### config.mk
export PLATFORM = sky130hd
export DESIGN_NAME = change_dispenser
export DESIGN_NICKNAME = d
export VERILOG_FILES = /design/src/rtl/change_dispenser.sv
export SDC_FILE = /design/constraint.sdc
export NUM_CORES = 1
export LEC_CHECK = 0
export ABC_CLOCK_PERIOD_IN_PS = 7300
export CORE_UTILIZATION = 50
export CTS_CLUSTER_DIAMETER = 40
export DETAILED_ROUTE_END_ITERATION = 12
export PLACE_DENSITY = 0.93
export SLEW_MARGIN = 0
export SYNTH_ARGS = -nofsm -noshare
export SYNTH_HDL_FRONTEND = slang
export SYNTH_SLANG_ARGS = --single-unit
### constraint.sdc
create_clock -name clk -period 7.3 [get_ports clk]
set_clock_uncertainty 0.1 [all_clocks]
set_input_delay 1.46 -clock clk [delete_from_list [all_inputs] [get_ports clk]]
set_output_delay 1.46 -clock clk [all_outputs]
set_load 0.01 [all_outputs]
### src/rtl/change_dispenser.sv
// Greedy coin payout ($5/$2/$1), one registered eject pulse at a time.
// Optional TUBE_LIMIT_EN: finite per-denomination tubes with refill and short reporting.
module change_dispenser #(
  parameter int WIDTH        = 8,
  parameter int PULSE_CYCLES = 4,
  parameter int GAP_CYCLES   = 4,
  parameter int TUBE_INIT    = 10
) (
  input  logic             clk,
  input  logic             rst,
  input  logic             start,
  input  logic [WIDTH-1:0] amount,
  input  logic             refill,
  output logic             busy,
  output logic             done,
  output logic             coin5_out,
  output logic             coin2_out,
  output logic             coin1_out,
  output logic [WIDTH-1:0] remaining,
  output logic             short_flag,
  output logic [2:0]       tube_empty
);

  localparam int CMAX = (PULSE_CYCLES > GAP_CYCLES) ? PULSE_CYCLES : GAP_CYCLES;
  localparam int CW   = $clog2(CMAX + 1);
  localparam logic [CW-1:0] PULSE_LAST = CW'(PULSE_CYCLES - 1);
  localparam logic [CW-1:0] GAP_LAST   = CW'((GAP_CYCLES > 1) ? (GAP_CYCLES - 2) : 0);

  typedef enum logic [2:0] {IDLE, SELECT, PULSE, GAP, DONE} state_t;

  state_t           state, state_nxt;
  logic [CW-1:0]    cnt, cnt_nxt;
  logic [2:0]       coin_q, coin_nxt, pick;
  logic [WIDTH-1:0] rem_nxt, cval;
  logic             short_nxt;
  logic             ok5, ok2, ok1;

`ifdef TUBE_LIMIT_EN
  localparam int TW = $clog2(TUBE_INIT + 1);
  logic [TW-1:0] tube5, tube2, tube1;

  always_ff @(posedge clk) begin
    if (rst) begin
      tube5 <= TW'(TUBE_INIT);
      tube2 <= TW'(TUBE_INIT);
      tube1 <= TW'(TUBE_INIT);
    end else if (state == IDLE && refill) begin
      tube5 <= TW'(TUBE_INIT);
      tube2 <= TW'(TUBE_INIT);
      tube1 <= TW'(TUBE_INIT);
    end else if (state == SELECT) begin
      if (pick[2]) tube5 <= tube5 - TW'(1);
      if (pick[1]) tube2 <= tube2 - TW'(1);
      if (pick[0]) tube1 <= tube1 - TW'(1);
    end
  end

  assign ok5        = (tube5 != '0);
  assign ok2        = (tube2 != '0);
  assign ok1        = (tube1 != '0);
  assign tube_empty = {tube5 == '0, tube2 == '0, tube1 == '0};
`else
  localparam int unused_tube_init = TUBE_INIT;
  logic unused_refill;
  assign unused_refill = refill;
  assign ok5        = 1'b1;
  assign ok2        = 1'b1;
  assign ok1        = 1'b1;
  assign tube_empty = '0;
`endif

  // Largest eligible coin, one-hot {5,2,1}; zero when nothing can be paid.
  always_comb begin
    pick = '0;
    cval = '0;
    if (remaining >= WIDTH'(5) && ok5) begin
      pick = 3'b100;
      cval = WIDTH'(5);
    end else if (remaining >= WIDTH'(2) && ok2) begin
      pick = 3'b010;
      cval = WIDTH'(2);
    end else if (remaining != '0 && ok1) begin
      pick = 3'b001;
      cval = WIDTH'(1);
    end
  end

  always_ff @(posedge clk) begin
    if (rst) begin
      state <= IDLE;
      cnt   <= '0;
    end else begin
      state <= state_nxt;
      cnt   <= cnt_nxt;
    end
  end

  // The SELECT cycle doubles as the final gap cycle, so GAP itself lasts
  // GAP_CYCLES-1 cycles and is skipped entirely when GAP_CYCLES is 1.
  always_comb begin
    state_nxt = state;
    cnt_nxt   = cnt;
    case (state)
      IDLE:   if (start) state_nxt = SELECT;
      SELECT: begin
        cnt_nxt   = '0;
        state_nxt = (pick != '0) ? PULSE : DONE;
      end
      PULSE: begin
        if (cnt == PULSE_LAST) begin
          cnt_nxt   = '0;
          state_nxt = (GAP_CYCLES > 1) ? GAP : SELECT;
        end else begin
          cnt_nxt = cnt + CW'(1);
        end
      end
      GAP: begin
        if (cnt == GAP_LAST) begin
          cnt_nxt   = '0;
          state_nxt = SELECT;
        end else begin
          cnt_nxt = cnt + CW'(1);
        end
      end
      DONE:    state_nxt = IDLE;
      default: state_nxt = IDLE;
    endcase
  end

  always_comb begin
    rem_nxt   = remaining;
    short_nxt = short_flag;
    coin_nxt  = '0;
    if (state == IDLE && start) begin
      rem_nxt   = amount;
      short_nxt = 1'b0;
    end
    if (state == SELECT) begin
      if (pick != '0)
        rem_nxt = remaining - cval;
      else if (remaining != '0)
        short_nxt = 1'b1;
    end
    if (state_nxt == PULSE)
      coin_nxt = (state == SELECT) ? pick : coin_q;
  end

  always_ff @(posedge clk) begin
    if (rst) begin
      coin_q     <= '0;
      remaining  <= '0;
      short_flag <= 1'b0;
      busy       <= 1'b0;
      done       <= 1'b0;
    end else begin
      coin_q     <= coin_nxt;
      remaining  <= rem_nxt;
      short_flag <= short_nxt;
      busy       <= (state_nxt != IDLE);
      done       <= (state_nxt == DONE);
    end
  end

  assign coin5_out = coin_q[2];
  assign coin2_out = coin_q[1];
  assign coin1_out = coin_q[0];

endmodule
* After elaboration in Yosys (flattened, before gate mapping) *
Cells that the tools add are included.

operators by class
  $add $sub $neg = 2
  order comparisons = 2
  reductions and logical operators = 7
  bitwise operators = 1
  multipliers = 0
  multiplexer cells = 21
  div/mod/pow operators = 0
  equality and inequality tests = 7
  shifts and indexed selects = 0

operators by type and width
  kind                                                 number
  2-to-1 mux 8 bit                                     4
  2-to-1 mux 3 bit                                     7
  equality test 3 x 2 -> 1 bit, second input constant  5
  one-hot mux 3 bit (4 select lines)                   1
  one-hot mux 3 bit (3 select lines)                   1
  nonzero test 3 bit                                   3
  >= comparator 8 x 2 -> 1 bit, second input constant  1
  >= comparator 8 x 3 -> 1 bit, second input constant  1
  nonzero test 8 bit                                   1
  subtractor 8 bit                                     1
  2-to-1 mux 1 bit                                     6
  2-to-1 mux 2 bit                                     2
  adder 3 x 1 -> 3 bit, second input constant          1
  equality test 3 x 1 -> 1 bit, second input constant  1
  equality test 3 bit, second input constant           1
  zero test 3 bit                                      1
  OR reduction 2 bit                                   1
  logical AND 1 bit                                    1
  NOT 1 bit                                            1

storage, ports and cells
  bits of input ports = 12
  memory bits (read-only) = 0
  RAM bits = 0
  word-level logic and storage cells = 47
  memories kept = 0
  bits in latches = 0
  bits in registers = 20
  output and inout port bits = 17

* Depth between registers and ports, before layout *
  depth after elaboration = 10
  mapped depth = 10
  depth with buffers taken out = 10

* Least setup slack after synthesis *
No wires, ideal clock.

  path type = reg-to-reg
  start = register remaining[7]
  end = register remaining[7]
  path buffers = 0
  arrival time = 2.779 ns
  path slack = 4.347 ns
  stages on the path, launching flop included = 9
  period minus slack after synthesis = 2.953 ns
  setup time = 0.074 ns
  required time = 7.126 ns
  path through = dfxtp_1 > or4_1 > nor3_1 > o21ai_0 > ha_1 > nor2b_1 > o21a_1 > or4_1 > a31oi_1

on the way
  word-level cells in the longest chain between the ends = 7
  elaborated cells between the ends (all ways) = 14
  classes of those cells = 1 x add/sub; 2 x order compare; 9 x mux; 2 x reduce/logical

ends and longest elaborated chain
  what                                                                                  RTL line  source
  from (decl)                                                                           19        output logic [WIDTH-1:0] remaining,
  from (signal assigned)                                                                157       remaining <= rem_nxt;
  parallel branches: the longest is 6 deep, another holds >= comparator 8 x 2 -> 1 bit  n/a
  2-to-1 mux 8 bit *                                                                    138       if (state == SELECT) begin

Every way passes the cells marked *.
A chain may end at the register's enable or synchronous reset.

* Final worst setup path *
  start = register remaining[7]
  end = register remaining[6]

on the way
  word-level cells in the longest chain between the ends = 7
  elaborated cells between the ends (all ways) = 13
  classes of those cells = 1 x add/sub; 2 x order compare; 8 x mux; 2 x reduce/logical

ends and longest elaborated chain
  what                                                                                  RTL line  source
  parallel branches: the longest is 5 deep, another holds >= comparator 8 x 2 -> 1 bit  n/a
  2-to-1 mux 8 bit *                                                                    139       if (pick != '0)
  2-to-1 mux 8 bit *                                                                    138

Marked as above.

==> summary.txt <==
Timing
  • Worst Max-Slew Pin Slew: roughly 0.89 ns
  • RSZ-0062 raised after global routing: false
  • Max Fclk: around 0.29 GHz
  • Slew Limit Fails: 0
  • Min Tclk post-route: approximately 3.4 ns
  • Setup TNS: 0 ns
  • Final Cycle Share: 0.469
  • Final Hold Fails: 0
  • Worst slew margin: 0.407
  • Final setup violation count: 0

Min path
  • Hold Path Stages: 2
  • Critical hold path startpoint: coin_q[0]$_SDFFE_PP0P_
  • Tightest Hold Check Type: flop to flop
  • Worst Hold Endpoint: coin_q[0]$_SDFFE_PP0P_

Global routing
  • Grt met1 use: 0.281
  • Vias in the first global route: around 1000
  • Met2 GRT Util: 0.404
  • Pin count of the biggest net entering global routing: 19
  • First-pass GRT wire length: roughly 4500 um
  • GRT Max-Usage Layer: met2
  • Met3 global-route usage: 0.0401
  • Antenna violations before repair: 0
  • Total grt overflow: 0
  • GRT Util Overall: 0.230

CTS
  • CTS Buf Count: 3
  • CTS tree: done
  • Clock Sinks: 20
  • PostCTS Resize Cnt: 0
  • Worst-path clk slew: 0.12 ns
  • Setup repair bufs after CTS: 0
  • Post-CTS Hold Buffers: 0
  • Latest clock arrival within the worst-skew pair: approximately 0.3 ns
  • Root buf cell: clkbuf_4
  • CTS H-tree depth: 1
  • CTS max path bufs: 2

Layout
  • Post-layout util: 0.642
  • Area Overhead vs Synth: 21.8%
  • Share of cells above drive strength 1: 0.0705
  • Nets: about 180
  • Antenna diode count: 0

Synthesis
  • Ys flop type: dfxtp_1
  • Count of warnings emitted by yosys: 0
  • Flops & latches, synth: 20
  • Syn Inst Count: 136
  • Mapped cell area: between 0.001 and 0.0015 mm^2
  • Multiplexer share of the synthesized area: 0
  • Post-synth EDFFs: 0
  • Async SR Flop Fraction: 0
  • Simple-gate share of the synthesized area: 0.238
  • Compound-Gate Fraction of Synth Area: 0.226
  • Post-synthesis adder-cell area fraction: 0.0932
  • Netlist cell types: 44
  • Post-Synth XOR/XNOR Area: 0.00758
  • Avg Cell Area, Syn: 8.49 um^2
  • Post-synthesis sequential area ratio: 0.347
  • Main combinational cell family by area after synthesis: simple AND/OR/NAND/NOR gates

Floorplan
  • Die Area: between 0.002 and 0.003 mm^2
  • Core area: about 0.0022 mm^2
  • Cell row count: 17
  • Initial Util: 0.527
  • # IOs: 29
  • Die Ht: between 50 and 60 um
  • Die X: around 50 um

Critical path
  • Critical-path top delay cell: or4_1
  • Worst EP arrival: ~3.5 ns
  • Crit path kind: flop to flop
  • CP dominant cell by count: nand3_1
  • Delay-heaviest family, CP: simple AND/OR/NAND/NOR gates
  • CP Capture Type: flop
  • Reg2reg path depth: 8
  • Crit-path cells: or4_1 > nor3_1 > o21ai_0 > fa_1 > a211oi_1 > nand3_1 > nand3_1 > a31oi_1
  • Required @ worst endpoint: between 7 and 8 ns
  • R2R Setup Slk: roughly 3.9 ns
  • Worst Setup Start Kind: flop
  • Max FO, Critical Path: 5
  • Max incr delay on CP: between 0.6 and 0.7 ns
  • Crit Reg-Reg Startpoint: remaining[7]$_SDFF_PP0_
  • Reg2Reg Capture Point: remaining[6]$_SDFF_PP0_
  • Buf/Inv on CP: 0

Pwr
  • Combinational power share: 0.455
  • Switching Fraction: 0.399
  • Maximum vdd drop: 198 uV
  • Share of total power in the clock network: 0.170
  • Seq pwr share: 0.375
  • Design Power: 0.385 mW
  • Leakage: about 0.50 nW
  • Power Density: 274 mW/mm^2
  • Internal power: 0.231 mW
  • Net Switching: around 0.15 mW

Placement
  • Number of I/O port buffers: 24
  • GP Congestion: 0.771
  • Dpl hpwl: around 2000 um

Detailed routing
  • Post-DRT Antenna Nets: 0
  • Vias: around 1100
  • DR pass1 iterations: 4
  • # DRC: 0
  • Vias per cell: approximately 5.9
  • Final wirelength: approximately 2600 um
  • Drt wl/cell: between 10 and 15 um
  • First DRT Iteration DRCs: 31

Flow run
  • # Max-Cap Violations: 0

Run status
  • Status: completed
sequential cells by signal, summed over array words and instances (netlist names):
signal / count
cnt: 3
state: 3
remaining: 8
busy: 1
coin_q: 3
short_flag: 1
done: 1
how the worst max path moves through the flow:
stage / startpoint / to / cells after the start
after floorplan: remaining[7]$_SDFF_PP0_ / remaining[7]$_SDFF_PP0_ / 8
after global placement: start / remaining[0]$_SDFF_PP0_ / 5
after detailed placement: start / remaining[0]$_SDFF_PP0_ / 5
after CTS: remaining[7]$_SDFF_PP0_ / remaining[6]$_SDFF_PP0_ / 8
after global routing: remaining[6]$_SDFF_PP0_ / remaining[6]$_SDFF_PP0_ / 8
final: remaining[7]$_SDFF_PP0_ / remaining[6]$_SDFF_PP0_ / 8
worst min-delay path, delay by kind of cell, from the launching register on:
family | cells | cell delay [ns]
AND/OR/NAND/NOR | 1 | 0.05
AO/OA/AOI/OAI | 1 | 0.05
flip-flops | 1 | 0.33
kinds of logic after synthesis:
logic type | after synthesis
and+or+nand+nor | 52
adders and majority gates | 8
DFF | 20
other | 1
xor gates and xnor gates | 1
AOI/OAI and AO/OA | 36
buffers and inverters | 18
cells in the mapped netlist, types with 4 or more instances:
cell type,count,area share
nand3_1,4,0.017
ha_1,7,0.076
a21oi_1,6,0.026
nor2_1,7,0.023
a31oi_1,7,0.038
inv_1,8,0.026
a211o_1,4,0.030
dfxtp_1,20,0.35
nand2_1,21,0.068
area by class of cell:
class,instances,area [um^2]
inverter,8,30.0
fill,189,785
tap,28,35.0
timing repair buffer,24,240
clock buffer,4,36.3
multi-input combinational,100,664
sequential,20,400
through the flow:
| stage | hold slack [ns] | setup WS [ns] | area (um^2) | cells |
|---|---|---|---|---|
| detailed placement | 0.348 | 3.90 | 1370 | 180 |
| CTS | 0.365 | 3.92 | 1410 | 184 |
| finish | 0.365 | 3.88 | 1410 | 184 |
| global placement | 0.344 | 3.93 | 1370 | 180 |
| global route | 0.396 | 3.63 | 1410 | 184 |
| floorplan | 0.352 | 4.35 | 1160 | 138 |
layout by cell type (no fill, tap or decap), drive strengths merged, types with 2 or more instances in the layout:
cell type / count
or4: 2
ha: 7
a311oi: 2
nor2: 7
nor3b: 2
o21a: 2
clkdlybuf4s50: 24
a211oi: 3
nor3: 3
a211o: 4
o21ai: 3
inv: 8
nand3: 4
or3b: 2
a31oi: 7
nor4: 3
nand2: 21
conb: 3
a21oi: 6
o311ai: 2
dfxtp: 20
clkbuf: 4
per-layer routing:
metal | wire length (um) | up-vias
met5 | 0 | -
met4 | 8 | 0
met3 | 133 | 2
met2 | 1360 | 39
met1 | 1120 | 508
li1 | - | 529
power groups by stage:
stage	clock network, mW	logic [mW]	registers (mW)
after detailed placement	0	0.172	0.146
after global routing	0.0711	0.195	0.147
after global placement	0	0.162	0.145
final	0.0652	0.175	0.144
after floorplan	0	0.120	0.144
after CTS	0.0656	0.173	0.144
No activity file was read; power rests on OpenSTA's default activity.
